## src/rtl/lcd_responder_pkg.sv

```systemverilog
// rtl/lcd_responder_pkg.sv - shared constants, timing defaults and state encoding for the LCD responder
package lcd_pkg;

   localparam int unsigned CHAR_CYC_DEF   = 2500;
   localparam int unsigned CLEAR_CYC_DEF  = 100000;
   localparam int unsigned EN_MIN_CYC_DEF = 10;

   localparam logic [7:0] CMD_CLEAR  = 8'h01;
   localparam logic [7:0] CMD_HOME   = 8'h02;
   localparam logic [7:0] CMD_SETDD  = 8'h80;
   localparam logic [6:0] LINE2_BASE = 7'h40;
   localparam logic [7:0] BLANK_CHAR = 8'h20;
   localparam int         BUF_DEPTH  = 32;

   typedef enum logic [1:0] {
      S_IDLE  = 2'd0,
      S_CLEAR = 2'd1,
      S_BUSY  = 2'd2
   } state_e;

endpackage

```

## src/rtl/lcd_responder_if.sv

```systemverilog
// rtl/lcd_responder_if.sv - HD44780-style parallel bus between the LCD driver and the display side
interface lcd_responder_if;
   logic       lcd_rs;
   logic       lcd_rw;
   logic       lcd_en;
   logic [7:0] lcd_data_in;
   logic [7:0] lcd_data_out;
   logic       lcd_data_oe;

   modport master (
      output lcd_rs, lcd_rw, lcd_en, lcd_data_in,
      input  lcd_data_out, lcd_data_oe
   );

   modport slave (
      input  lcd_rs, lcd_rw, lcd_en, lcd_data_in,
      output lcd_data_out, lcd_data_oe
   );
endinterface

```

## src/rtl/lcd_responder_addr_map.sv

```systemverilog
// rtl/lcd_responder_addr_map.sv - DDRAM address counter to buffer index map and AC increment wrap
module lcd_addr_map
   import lcd_pkg::*;
(
   input  logic [6:0] ac_i,
   output logic       visible_o,
   output logic [4:0] idx_o,
   output logic [6:0] ac_next_o
);
   // Only the first 16 columns of each 40-column line are mirrored.
   assign visible_o = (ac_i[6:4] == 3'b000) || (ac_i[6:4] == LINE2_BASE[6:4]);
   assign idx_o     = {ac_i[6], ac_i[3:0]};

   assign ac_next_o = (ac_i == 7'h27)               ? LINE2_BASE :
                      (ac_i == LINE2_BASE + 7'h27)  ? 7'h00      :
                                                      ac_i + 7'd1;
endmodule

```

## src/rtl/lcd_responder.sv

```systemverilog
// rtl/lcd_responder.sv - display-side HD44780 responder: decodes bus transactions into a 2x16 mirror
module lcd_responder
   import lcd_pkg::*;
#(
   parameter int unsigned CHAR_CYC   = CHAR_CYC_DEF,
   parameter int unsigned CLEAR_CYC  = CLEAR_CYC_DEF,
   parameter int unsigned EN_MIN_CYC = EN_MIN_CYC_DEF
) (
   input  logic           clk,
   input  logic           rst_n,
   lcd_responder_if.slave lcd,
   output logic           busy,
   output logic [6:0]     ddram_addr,
   input  logic [4:0]     rd_addr,
   output logic [7:0]     rd_char,
   output logic           clear_evt,
   output logic           overrun
);
   localparam int CNT_W = $clog2(CLEAR_CYC + 1);
   localparam int EN_W  = $clog2(EN_MIN_CYC + 1);
   localparam logic [CNT_W-1:0] CHAR_LOAD  = CNT_W'(CHAR_CYC - 1);
   localparam logic [CNT_W-1:0] CLEAR_LOAD = CNT_W'(CLEAR_CYC - BUF_DEPTH - 1);
   localparam logic [EN_W-1:0]  EN_SAT     = EN_W'(EN_MIN_CYC);

   state_e           state_q, state_d;
   logic [CNT_W-1:0] cnt_q, cnt_d;
   logic [4:0]       fill_q, fill_d;
   logic [6:0]       ac_q, ac_d;
   logic             clear_evt_q, clear_evt_d;
   logic             overrun_q, overrun_d;
   logic             en_prev_q;
   logic [EN_W-1:0]  en_cnt_q;
   logic             rs_q, rw_q;
   logic [7:0]       data_q;
   logic [7:0]       buf_q [BUF_DEPTH];
   logic [7:0]       rd_char_q;

   logic             buf_we;
   logic [4:0]       buf_widx;
   logic [7:0]       buf_wdata;
   logic             ac_vis;
   logic [4:0]       ac_idx;
   logic [6:0]       ac_next;
   logic             fall, accept, rd_oe;

   lcd_addr_map u_addr_map (
      .ac_i      (ac_q),
      .visible_o (ac_vis),
      .idx_o     (ac_idx),
      .ac_next_o (ac_next)
   );

   assign fall   = en_prev_q & ~lcd.lcd_en;
   assign accept = fall & (en_cnt_q >= EN_SAT);

   always_comb begin
      state_d     = state_q;
      cnt_d       = cnt_q;
      fill_d      = fill_q;
      ac_d        = ac_q;
      clear_evt_d = 1'b0;
      overrun_d   = overrun_q;
      buf_we      = 1'b0;
      buf_widx    = ac_idx;
      buf_wdata   = data_q;

      case (state_q)
         S_CLEAR: begin
            buf_we    = 1'b1;
            buf_widx  = fill_q;
            buf_wdata = BLANK_CHAR;
            fill_d    = fill_q + 5'd1;
            ac_d      = '0;
            if (fill_q == 5'd31) begin
               state_d     = S_BUSY;
               cnt_d       = CLEAR_LOAD;
               clear_evt_d = 1'b1;
            end
         end
         S_BUSY: begin
            if (cnt_q == '0) state_d = S_IDLE;
            else             cnt_d   = cnt_q - 1'b1;
         end
         default: ;
      endcase

      if (fall && !accept) overrun_d = 1'b1;

      // rs/rw/data were registered on the last high cycle, so they describe this transaction.
      if (accept) begin
         if (state_q != S_IDLE) overrun_d = 1'b1;
         if (state_q != S_CLEAR) begin
            if (!rw_q) begin
               state_d = S_BUSY;
               cnt_d   = CHAR_LOAD;
               if (rs_q) begin
                  buf_we = ac_vis;
                  ac_d   = ac_next;
               end else if ((data_q & CMD_SETDD) != 8'h00) begin
                  ac_d = data_q[6:0];
               end else if (data_q == CMD_CLEAR) begin
                  state_d = S_CLEAR;
                  fill_d  = '0;
                  ac_d    = '0;
               end else if (data_q[7:1] == CMD_HOME[7:1]) begin
                  ac_d = '0;
               end
            end else if (rs_q) begin
               ac_d    = ac_next;
               state_d = S_BUSY;
               cnt_d   = CHAR_LOAD;
            end
         end
      end
   end

   always_ff @(posedge clk) begin
      if (!rst_n) begin
         state_q     <= S_IDLE;
         cnt_q       <= '0;
         fill_q      <= '0;
         ac_q        <= '0;
         clear_evt_q <= 1'b0;
         overrun_q   <= 1'b0;
         en_prev_q   <= 1'b0;
         en_cnt_q    <= '0;
         rs_q        <= 1'b0;
         rw_q        <= 1'b0;
         data_q      <= '0;
      end else begin
         state_q     <= state_d;
         cnt_q       <= cnt_d;
         fill_q      <= fill_d;
         ac_q        <= ac_d;
         clear_evt_q <= clear_evt_d;
         overrun_q   <= overrun_d;
         en_prev_q   <= lcd.lcd_en;
         rs_q        <= lcd.lcd_rs;
         rw_q        <= lcd.lcd_rw;
         data_q      <= lcd.lcd_data_in;
         if (!lcd.lcd_en)           en_cnt_q <= '0;
         else if (en_cnt_q != EN_SAT) en_cnt_q <= en_cnt_q + 1'b1;
      end
   end

   always_ff @(posedge clk) begin
      if (!rst_n) begin
         for (int i = 0; i < BUF_DEPTH; i++) buf_q[i] <= BLANK_CHAR;
         rd_char_q <= BLANK_CHAR;
      end else begin
         rd_char_q <= buf_q[rd_addr];
         if (buf_we) buf_q[buf_widx] <= buf_wdata;
      end
   end

   assign rd_oe            = lcd.lcd_en & lcd.lcd_rw;
   assign lcd.lcd_data_oe  = rd_oe;
   assign lcd.lcd_data_out = !rd_oe      ? 8'h00 :
                             lcd.lcd_rs  ? (ac_vis ? buf_q[ac_idx] : BLANK_CHAR) :
                                           {busy, ac_q};

   assign busy       = (state_q != S_IDLE);
   assign ddram_addr = ac_q;
   assign rd_char    = rd_char_q;
   assign clear_evt  = clear_evt_q;
   assign overrun    = overrun_q;
endmodule
```

## src/flat_wrapper.sv

```systemverilog
// flat-port wrapper written by rule: the top's interface ports become plain ports
module lcd_responder_flat import lcd_pkg::*;
#(
   parameter int unsigned CHAR_CYC   = CHAR_CYC_DEF,
   parameter int unsigned CLEAR_CYC  = CLEAR_CYC_DEF,
   parameter int unsigned EN_MIN_CYC = EN_MIN_CYC_DEF
)
  (clk, rst_n, busy, ddram_addr, rd_addr, rd_char, clear_evt, overrun, lcd_lcd_rs, lcd_lcd_rw, lcd_lcd_en, lcd_lcd_data_in, lcd_lcd_data_out, lcd_lcd_data_oe);
  lcd_responder_if lcd_i ();
  input  logic clk;
  input  logic rst_n;
  output logic busy;
  output logic [6:0] ddram_addr;
  input  logic [4:0] rd_addr;
  output logic [7:0] rd_char;
  output logic clear_evt;
  output logic overrun;
  input wire logic [$bits(lcd_i.lcd_rs)-1:0] lcd_lcd_rs;
  input wire logic [$bits(lcd_i.lcd_rw)-1:0] lcd_lcd_rw;
  input wire logic [$bits(lcd_i.lcd_en)-1:0] lcd_lcd_en;
  input wire logic [$bits(lcd_i.lcd_data_in)-1:0] lcd_lcd_data_in;
  output wire logic [$bits(lcd_i.lcd_data_out)-1:0] lcd_lcd_data_out;
  output wire logic [$bits(lcd_i.lcd_data_oe)-1:0] lcd_lcd_data_oe;
  assign lcd_i.lcd_rs = lcd_lcd_rs;
  assign lcd_i.lcd_rw = lcd_lcd_rw;
  assign lcd_i.lcd_en = lcd_lcd_en;
  assign lcd_i.lcd_data_in = lcd_lcd_data_in;
  assign lcd_lcd_data_out = lcd_i.lcd_data_out;
  assign lcd_lcd_data_oe = lcd_i.lcd_data_oe;
  lcd_responder #(.CHAR_CYC(CHAR_CYC), .CLEAR_CYC(CLEAR_CYC), .EN_MIN_CYC(EN_MIN_CYC)) u_core (.clk(clk), .rst_n(rst_n), .lcd(lcd_i), .busy(busy), .ddram_addr(ddram_addr), .rd_addr(rd_addr), .rd_char(rd_char), .clear_evt(clear_evt), .overrun(overrun));
endmodule
```

## config.mk

```make
export PLATFORM = sky130hd
export DESIGN_NAME = lcd_responder_flat
export DESIGN_NICKNAME = d
export VERILOG_FILES = /design/src/rtl/lcd_responder_pkg.sv /design/src/rtl/lcd_responder_if.sv /design/src/rtl/lcd_responder_addr_map.sv /design/src/rtl/lcd_responder.sv /design/src/flat_wrapper.sv
export SDC_FILE = /design/constraint.sdc
export NUM_CORES = 1
export LEC_CHECK = 0
export BUFFER_PORTS_ARGS = -buffer_cell sky130_fd_sc_hd__buf_2
export CAP_MARGIN = 10
export CORE_MARGIN = 8
export CORE_UTILIZATION = 68
export CTS_BUF_LIST = sky130_fd_sc_hd__clkbuf_16
export CTS_CLUSTER_SIZE = 8
export DETAILED_ROUTE_END_ITERATION = 7
export GPL_ROUTABILITY_DRIVEN = 1
export GPL_TIMING_DRIVEN = 0
export PLACE_DENSITY = 0.89
export SLEW_MARGIN = 30
export SYNTH_ARGS = -nofsm -noshare
export SYNTH_HDL_FRONTEND = slang
export SYNTH_SLANG_ARGS = --single-unit
```

## constraint.sdc

```tcl
create_clock -name clk -period 4.5 [get_ports clk]
set_input_delay 0 -clock clk [delete_from_list [all_inputs] [get_ports clk]]
set_output_delay 0 -clock clk [all_outputs]
set_load 0.005 [all_outputs]
```

======== Yosys cells after proc, flatten, opt, wreduce, memory -nomap -nowiden ========
Memories as Yosys holds them, arrays and structs flattened. A register that Yosys moved wholly into a read port is not among the register bits.
Index checks and enable logic that the tools add are counted.
storage, ports and cells
  word-level logic and storage cells ...... 98
  memory bits (writable) .................. 256
  memories kept ........................... 1
  output and inout port bits .............. 27
  input bits .............................. 18
  register bits ........................... 48
memory list
  name          words  bits a word  rd ports  clocked after memory_dff  write ports  line                 text
  u_core.buf_q  32     8            2         2                         32           lcd_responder.sv:35  logic [7:0] buf_q [BUF_DEPTH];
operators by class
  add/sub/neg operators ................... 4
  bitwise logic cells ..................... 4
  multiplexer cells ....................... 57
  eq/ne operators ......................... 10
  reductions and logical operators ........ 10
  magnitude comparators ................... 1
operators by type and width
  kind                                                                  number
  17-bit two-way mux                                                    6
  7-bit two-way mux                                                     11
  5-bit two-way mux                                                     10
  8-bit two-way mux                                                     5
  17-bit case mux with 2 select lines                                   1
  2-bit two-way mux                                                     9
  17-bit zero test                                                      1
  17-bit by 1-bit subtractor with 17-bit output, second input constant  1
  1-bit two-way mux                                                     14
  8-bit by 1-bit == test with 1-bit output, second input constant       1
  8-bit OR reduction                                                    1
  7-bit by 1-bit adder with 7-bit output, second input constant         1
  7-bit by 1-bit == test with 1-bit output, second input constant       1
  7-bit by 6-bit == test with 1-bit output, second input constant       1
  7-bit == test, second input constant                                  1
  5-bit by 1-bit adder with 5-bit output, second input constant         1
  5-bit == test, second input constant                                  1
  4-bit by 1-bit adder with 4-bit output, second input constant         1
  4-bit >= comparator, second input constant                            1
  4-bit inequality test, second input constant                          1
  2-bit case mux with 2 select lines                                    1
  2-bit AND reduction                                                   2
  1-bit AND                                                             3
  3-bit == test, second input constant                                  1
  other kinds (9)                                                       10

======== Longest topological paths before layout ========
Gate-level depths: netlist of the first run.
  depth in word-level cells ............... 11
  depth in mapped cells ................... 9
  depth with buffers taken out ............ 7

======== Cells and area by module ========
Synthesis of the first run repeated with hierarchy kept, for this count alone.
second synthesis, totals
  cells, all modules ...................... 1301
  area, all modules ....................... 16414.5 µm²
by module, submodules not included
  module         sequential area each (µm²)  area an instance (µm²)  cells each  instances
  lcd_responder  8808.4                      16224.3                 1276        1
  lcd_addr_map   0.0                         190.2                   25          1

======== Worst setup path after synthesis of the first run ========
No wires, ideal clock.
  path type ............................... register to register
  start point ............................. reg u_core.ac_q[0] (netlist: u_core.ddram_addr[0])
  end point ............................... mem u_core.buf_q[11][0], enable pin
  path buffers ............................ 4
  slack ................................... 1.696 ns
  setup time .............................. 0.384 ns
  stages on the path, launching flop included .. 9
  data arrival time ....................... 2.420 ns
  clock period less this slack ............ 2.804 ns
  data required time ...................... 4.116 ns
  cell sequence ........................... dfxtp_1 -> buf_4 -> buf_4 -> buf_4 -> nand2_1 -> nor4_1 -> o21ai_2 -> buf_2 -> o21ai_0
RTL lines
  element                 line                  text
  from (decl)             lcd_responder.sv:28   logic [6:0] ac_q, ac_d;
  from (signal assigned)  lcd_responder.sv:122  ac_q <= '0;
  from (signal assigned)  lcd_responder.sv:134  ac_q <= ac_d;
  to (decl)               lcd_responder.sv:35

==> out/metrics.yaml, run 1 <==
dieArea_um2: 29890
cts_tree: "done"
postSynthCellCount: 1389
grt_pass1_vias: 13512
ctsLongestPathBuffers: 3
ys_seq_elements: 312
period_minus_slack_ns: 4.427
critical_path_class: "register to output pin"
insertion_delay_ns: 0.59
nNetsFinal: 1516
yosysSeqAreaShare_pct: 52.63
critPathLaunchType: "register"
grt_max_degree: 15
hold_ws_ns: 0.1247
worst_pin_slew_ns: 1.135
design.core.area_um2: 24250
grt_setup_unrepaired: "false"
critical_path_required_ns: 4.50
gp_congestion: 1.093
cap_violations: 0
ys.flop_type: "edfxtp_1"
path_max_fanout: 10
post-route-period-util_pct: 98.38
area_growth_pct: 12.16
setup-tns-final_ns: 0
vias_per_cell: 7.590
fp-row-count: 57
vias: 13851
antenna_found_initial: 4
drtIter0Drc: 2629
dpl.cell_count: 1754
dr.pass1.iters: 6
total_power_uw: 6852
syn_avg_cell_area_um2: 12.05
root_buffer: "clkbuf_16"
async_reset_ff_share_pct: 0
cts_buffers: 45
p_leak_uw: 0.006159
final_util_pct: 77.42
syn-num-nets: 1417
drt_wl_total_um: 61880
htree_num_levels: 2
cp-end-kind: "output pin"
routedWlPerCell_um: 33.91
final_cell_count_no_fill: 1825
cts_sinks: 312
io-pin-count: 45
grt_usage_pct: 40.91
die_x_um: 172.9
status: "finished clean"
postCtsResizedCells: 0
max-vdd-ir-drop_uv: 347.3
grt_pass1_wl_um: 89040
timing.fmax_ghz: 0.2259
fillers: 1469
cts.clk_slew.worst_paths_ns: 0.05
fp.dieH_um: 172.9
netlist_area_um2: 16740
skew_ns: 0.03793
start_util_pct: 69.02
crit_arrival_ns: 4.43
drive_gt1_share_pct: 19.53
yosys_warnings: 0
synth.distinct_cells: 72
hp-class: "primary input to register"
finalHoldViolCount: 0
port_buffers: 40
drc: 0
p_per_area_nw_per_um2: 365.0
ant_nets: 0
setup_viol: 0
hpwlAfterDp_um: 42700
max-slew-margin-rel_pct: 24.32
slew_violations: 0
gr-total-overflow: 0
synth-edff-count: 256
-- area by class of cell --
type | count | area [um2] | area share (%)
Sequential cell | 312 | 8808 | 46.92
Timing Repair Buffer | 52 | 317.8 | 1.693
Antenna cell | 1 | 2.502 | 0.01333
Tap cell | 324 | 405.4 | 2.159
Buffer | 105 | 608.1 | 3.239
Multi-Input combinational cell | 952 | 7281 | 38.78
Inverter | 20 | 75.07 | 0.3999
Clock inverter | 14 | 148.9 | 0.7931
Clock buffer | 45 | 1126 | 5.998
-- cells in the mapped netlist (4+ instances only) --
master    count  share of area [%]
a22oi_1       7               0.31
clkbuf_1     34               0.76
nor2b_1      21               0.78
xor2_1        6               0.31
buf_2        26               0.78
nor3_1       11               0.33
dfxtp_1      56                6.7
and2_1       23               0.86
nor4_1       10               0.37
and3_1        5               0.19
o22ai_1      11               0.41
o211ai_1      4               0.18
o21ai_1      13               0.39
a21oi_1      26               0.78
o21ai_0      45                1.3
inv_1        19               0.43
or3_1         6               0.22
o21a_1        5               0.22
a21o_1        4               0.18
a31oi_1      11               0.41
a22o_1        7               0.37
clkbuf_8      6               0.49
mux4_2      119                 16
nand2_1     149                3.3
nand3_1      17               0.51
a211oi_1     20               0.90
or4_1         4               0.18
nand4_1       4               0.15
mux2_2        9               0.61
buf_6        11               0.74
mux2i_1      53                3.2
o31ai_1       7               0.31
nand2b_1     12               0.45
ha_1         10               0.75
nor2_1      277                6.2
edfxtp_1    256                 46
buf_4         9               0.40
buf_1        18               0.40
-- timing repair --
item	4_1_cts	5_1_grt
endpoints found under the hold margin	15	0
setup buffers	0	0
hold buffers	11	0
-- stage by stage --
stage / worst slack (ns) / instance area, um2
after global placement: 0.3264 / 17340
after detailed placement: 0.8046 / 17370
after global routing: 0.1755 / 18770
final: 0.07290 / 18770
after floorplan: 1.696 / 16740
after CTS: 0.3952 / 18750
-- critical path, stage by stage, from the launching register on --
cell      delay, ns
dfxtp_1        0.32
clkbuf_1       0.60
buf_1          0.69
buf_1          0.88
mux2i_1        0.48
mux2i_1        0.22
a211oi_1       0.42
nor2_1         0.08
buf_2          0.14
-- metal layers --
metal	vias to the layer above	track usage [%]	part of all wire [%]
met1	6597	49.12	31
li1	5412	-	-
met4	6	27.70	9.0
met5	-	0	0.14
met3	389	17.14	17
met2	1447	59.76	43
-- registers in the layout, summed over array words and instances (netlist names) --
name and flops:
u_core.cnt_q 17, u_core.en_cnt_q 4, u_core.rw_q 1, u_core.ddram_addr 7
u_core.overrun 1, u_core.buf_q 256, u_core.clear_evt 1, u_core.fill_q 5
u_core.rd_char 8, u_core.data_q 8, u_core.rs_q 1, u_core.state_q 2
u_core.en_prev_q 1
-- cell families after synthesis --
family | Yosys count | synth area share [%]
buffers and inverters | 125 | 4.059
AOI/OAI and AO/OA | 200 | 8.007
muxes | 181 | 19.79
DFF | 312 | 52.63
xor gates and xnor gates | 8 | 0.4186
and+or+nand+nor | 553 | 14.35
adders and majority gates | 10 | 0.7476
-- path summary, 6_finish.rpt --
| path | start | to | slack [ns] | cells after the start |
|---|---|---|---|---|
| setup reg to reg | u_core.ddram_addr[1]$_SDFF_PN0_ | u_core.buf_q[26][5]$_SDFFCE_PN1P_ | 0.64 | 7 |
| setup / recovery | u_core.ddram_addr[3]$_SDFF_PN0_ | lcd_lcd_data_out[6] | 0.07 | 8 |
| hold / removal | rst_n | u_core.rd_char[0]$_SDFF_PN0_ | 0.12 | 3 |
| hold reg to reg | u_core.overrun$_SDFF_PN0_ | u_core.overrun$_SDFF_PN0_ | 0.47 | 2 |
-- cell usage in the layout (no fill, tap or decap), drive strengths merged, types with 7 or more instances in the layout --
cell type / instances
a31oi: 11
clkbuf: 86
o21ai: 60
edfxtp: 256
nor2: 277
a211oi: 20
nor2b: 21
inv: 29
mux2i: 53
a21oi: 27
nor3: 11
nand2: 152
nor4: 10
a22o: 7
mux4: 119
o31ai: 7
and2: 23
mux2: 9
or3: 7
o22ai: 11
ha: 10
nand3: 17
dlygate4sd3: 11
a22oi: 7
buf: 105
dfxtp: 56
nand2b: 12
-- report_power, final --
part           internal, uW  total [uW]  switching (uW)
Sequential             3210        3260            56.7
Combinational           172         470             298
Clock                  1840        3120            1270
Power figures use the tool's default switching activity.
==> run 2, diff against run 1 <==
--- a/config.mk
+++ b/config.mk
@@ -14,7 +14,7 @@
 export DETAILED_ROUTE_END_ITERATION = 7
 export GPL_ROUTABILITY_DRIVEN = 1
 export GPL_TIMING_DRIVEN = 0
-export PLACE_DENSITY = 0.89
+export PLACE_DENSITY = 0.91
 export SLEW_MARGIN = 30
 export SYNTH_ARGS = -nofsm -noshare
 export SYNTH_HDL_FRONTEND = slang
==> run 2 against run 1 <==
The run now ends with DRC left; design area about the same; power decreased by 0.28%; via count increased by 1.0%; sequential power about the same; sequential share of layout area about the same; combinational power increased by 1%; cell count increased by 0.38%; wire length increased by 1.4%; die area unchanged; critical endpoint unchanged.
==> out/metrics.yaml, run 2 (synthesis gave the netlist of run 1 again) <==
status: "finished with violations"
violations: "DRC"
drc: 79  # +79
cp-end-kind: "output pin"
dieArea_um2: 29890  # unchanged
vias: 13994  # +1.0%
grt_use_met1_pct: 48.13  # -1.0 points
postCtsSetupRepairBufs: 0  # unchanged
fp.dieH_um: 172.9  # unchanged
setup_viol: 0  # unchanged
design.core.area_um2: 24250  # unchanged
postCtsResizedCells: 0  # unchanged
period_minus_slack_ns: 4.234  # -0.1927 ns
drt_wl_total_um: 62770  # +1.4%
cts_buffers: 45  # unchanged
grt_usage_pct: 41.66  # +0.75 points
p_per_area_nw_per_um2: 363.7  # -0.35%
dpl_cell_area_um2: 17410  # +0.26%
worst_pin_slew_ns: 1.114  # -0.02147 ns
ant_nets: 0  # unchanged
cts_sinks: 312  # unchanged
hpwlAfterDp_um: 42710  # about the same
path_max_fanout: 10  # unchanged
final_common_cell: "nor2_1"
setup_slack_ns: 0.2656  # +0.1927 ns
grt_setup_unrepaired: "false"
cap_violations: 0  # unchanged
setup-tns-final_ns: 0  # unchanged
nNetsFinal: 1521  # +0.33%
critPathLaunchType: "register"
gr-total-overflow: 0  # unchanged
routedWlPerCell_um: 34.26  # +1.1%
port_buffers: 40  # unchanged
reg2reg_slack_ns: 0.48  # -0.16 ns
insertion_delay_ns: 0.56  # -0.03 ns
start_util_pct: 69.02  # unchanged
ctsLongestPathBuffers: 3  # unchanged
grt_pass1_vias: 13846  # +2.5%
critical_path_class: "register to output pin"
critical_path_required_ns: 4.50  # about the same
die_x_um: 172.9  # unchanged
gr-max-usage-layer: "met2"
max-slew-margin-rel_pct: 25.76  # +1.4 points
largest-register: "u_core.buf_q"
area_growth_pct: 12.24  # about the same
htree_num_levels: 2  # unchanged
drive_gt1_share_pct: 19.84  # +0.31 points
mostFrequentLayoutCells: "277 x nor2_1, 256 x edfxtp_1, 149 x nand2_1"
crit_arrival_ns: 4.23  # -0.20 ns
vias_per_cell: 7.639  # +0.65%
p_leak_uw: 0.006196  # +0.60%
io-pin-count: 45  # unchanged
antenna_found_initial: 3  # -1
post-route-period-util_pct: 94.10  # -4.3 points
final_cell_area_um2: 18790  # about the same
gp_congestion: 1.084  # -0.81%
dp_slack_ns: 0.6565  # -0.1481 ns
use_met3_pct: 19.21  # +2.1 points
slew_violations: 0  # unchanged
hp-class: "primary input to register"
max-vdd-ir-drop_uv: 395.0  # +14%
dr.pass1.iters: 8  # +2
grt_max_degree: 13  # -2
largestRegisters: "u_core.buf_q x256, u_core.cnt_q x17"
skew_ns: 0.01285  # -0.02508 ns
gr-usage-met2_pct: 62.50  # +2.7 points
largest_reg_flops: 256  # unchanged
grt_pass1_wl_um: 90850  # +2.0%
timing.fmax_ghz: 0.2362  # +4.6%
drtIter0Drc: 2691  # +2.4%
root_buffer: "clkbuf_16"
finalHoldViolCount: 0  # unchanged
cts_tree: "done"
fp-row-count: 57  # unchanged
cts.clk_slew.worst_paths_ns: 0.05  # about the same
-- run 2: worst max-delay path, stage by stage, from the launching register on --
cell and delay (ns):
dfxtp_1 0.32, clkbuf_1 0.56, buf_1 0.71, buf_2 0.60, mux2i_1 0.51, mux2i_1 0.29, a211oi_1 0.43, nor2_1 0.10
buf_2 0.15
-- run 2: metal layers --
metal,routed length (um),part of all wire [%],vias to the layer above
met4,5307,8.5,4
met5,74,0.12,-
met2,27220,43,1570
li1,-,-,5413
met1,19100,30,6575
met3,11070,18,432
-- run 2: through the flow --
stage,cells,total power [uW],utilization [%],hold slack (ns)
final,1832,6832,77.47,0.2036
after global routing,1831,6907,77.46,0.2176
after CTS,1831,6751,77.43,0.1843
after detailed placement,1759,3746,71.81,0.2081
after global placement,1753,3724,71.52,0.2087
after floorplan,1389,3558,-,0.1217
-- run 2: path summary, 6_finish.rpt --
check                                  start                           endpoint  cells after the start
max          u_core.ddram_addr[3]$_SDFF_PN0_                lcd_lcd_data_out[6]                      8
min                       lcd_lcd_data_in[3]        u_core.data_q[3]$_SDFF_PN0_                      3
max reg2reg  u_core.en_cnt_q[0]$_SDFFE_PN0N_  u_core.buf_q[23][5]$_SDFFCE_PN1P_                     10
min reg2reg      u_core.cnt_q[15]$_SDFF_PN0_        u_core.cnt_q[15]$_SDFF_PN0_                      2
-- run 2: cell type report --
cell class / instances / area (um2)
Inverter: 20 / 75.07
Multi-Input combinational cell: 952 / 7273
Tap cell: 324 / 405.4
Antenna cell: 1 / 2.502
Buffer: 105 / 613.1
Clock inverter: 16 / 126.4
Sequential cell: 312 / 8808
Fill cell: 1411 / 5463
Clock buffer: 45 / 1126
Timing Repair Buffer: 57 / 355.3
-- run 2: power by group --
| part | leakage (uW) | switching (uW) | internal, uW |
|---|---|---|---|
| Sequential | 0.00299 | 57.6 | 3200 |
| Clock | 0.000655 | 1260 | 1830 |
| Combinational | 0.00256 | 302 | 175 |
| Total | 0.00620 | 1620 | 5210 |
-- run 2: what timing repair did --
action	CTS	global route
setup endpoints to repair	0	0
hold buffers	11	0
endpoints found under the hold margin	15	0
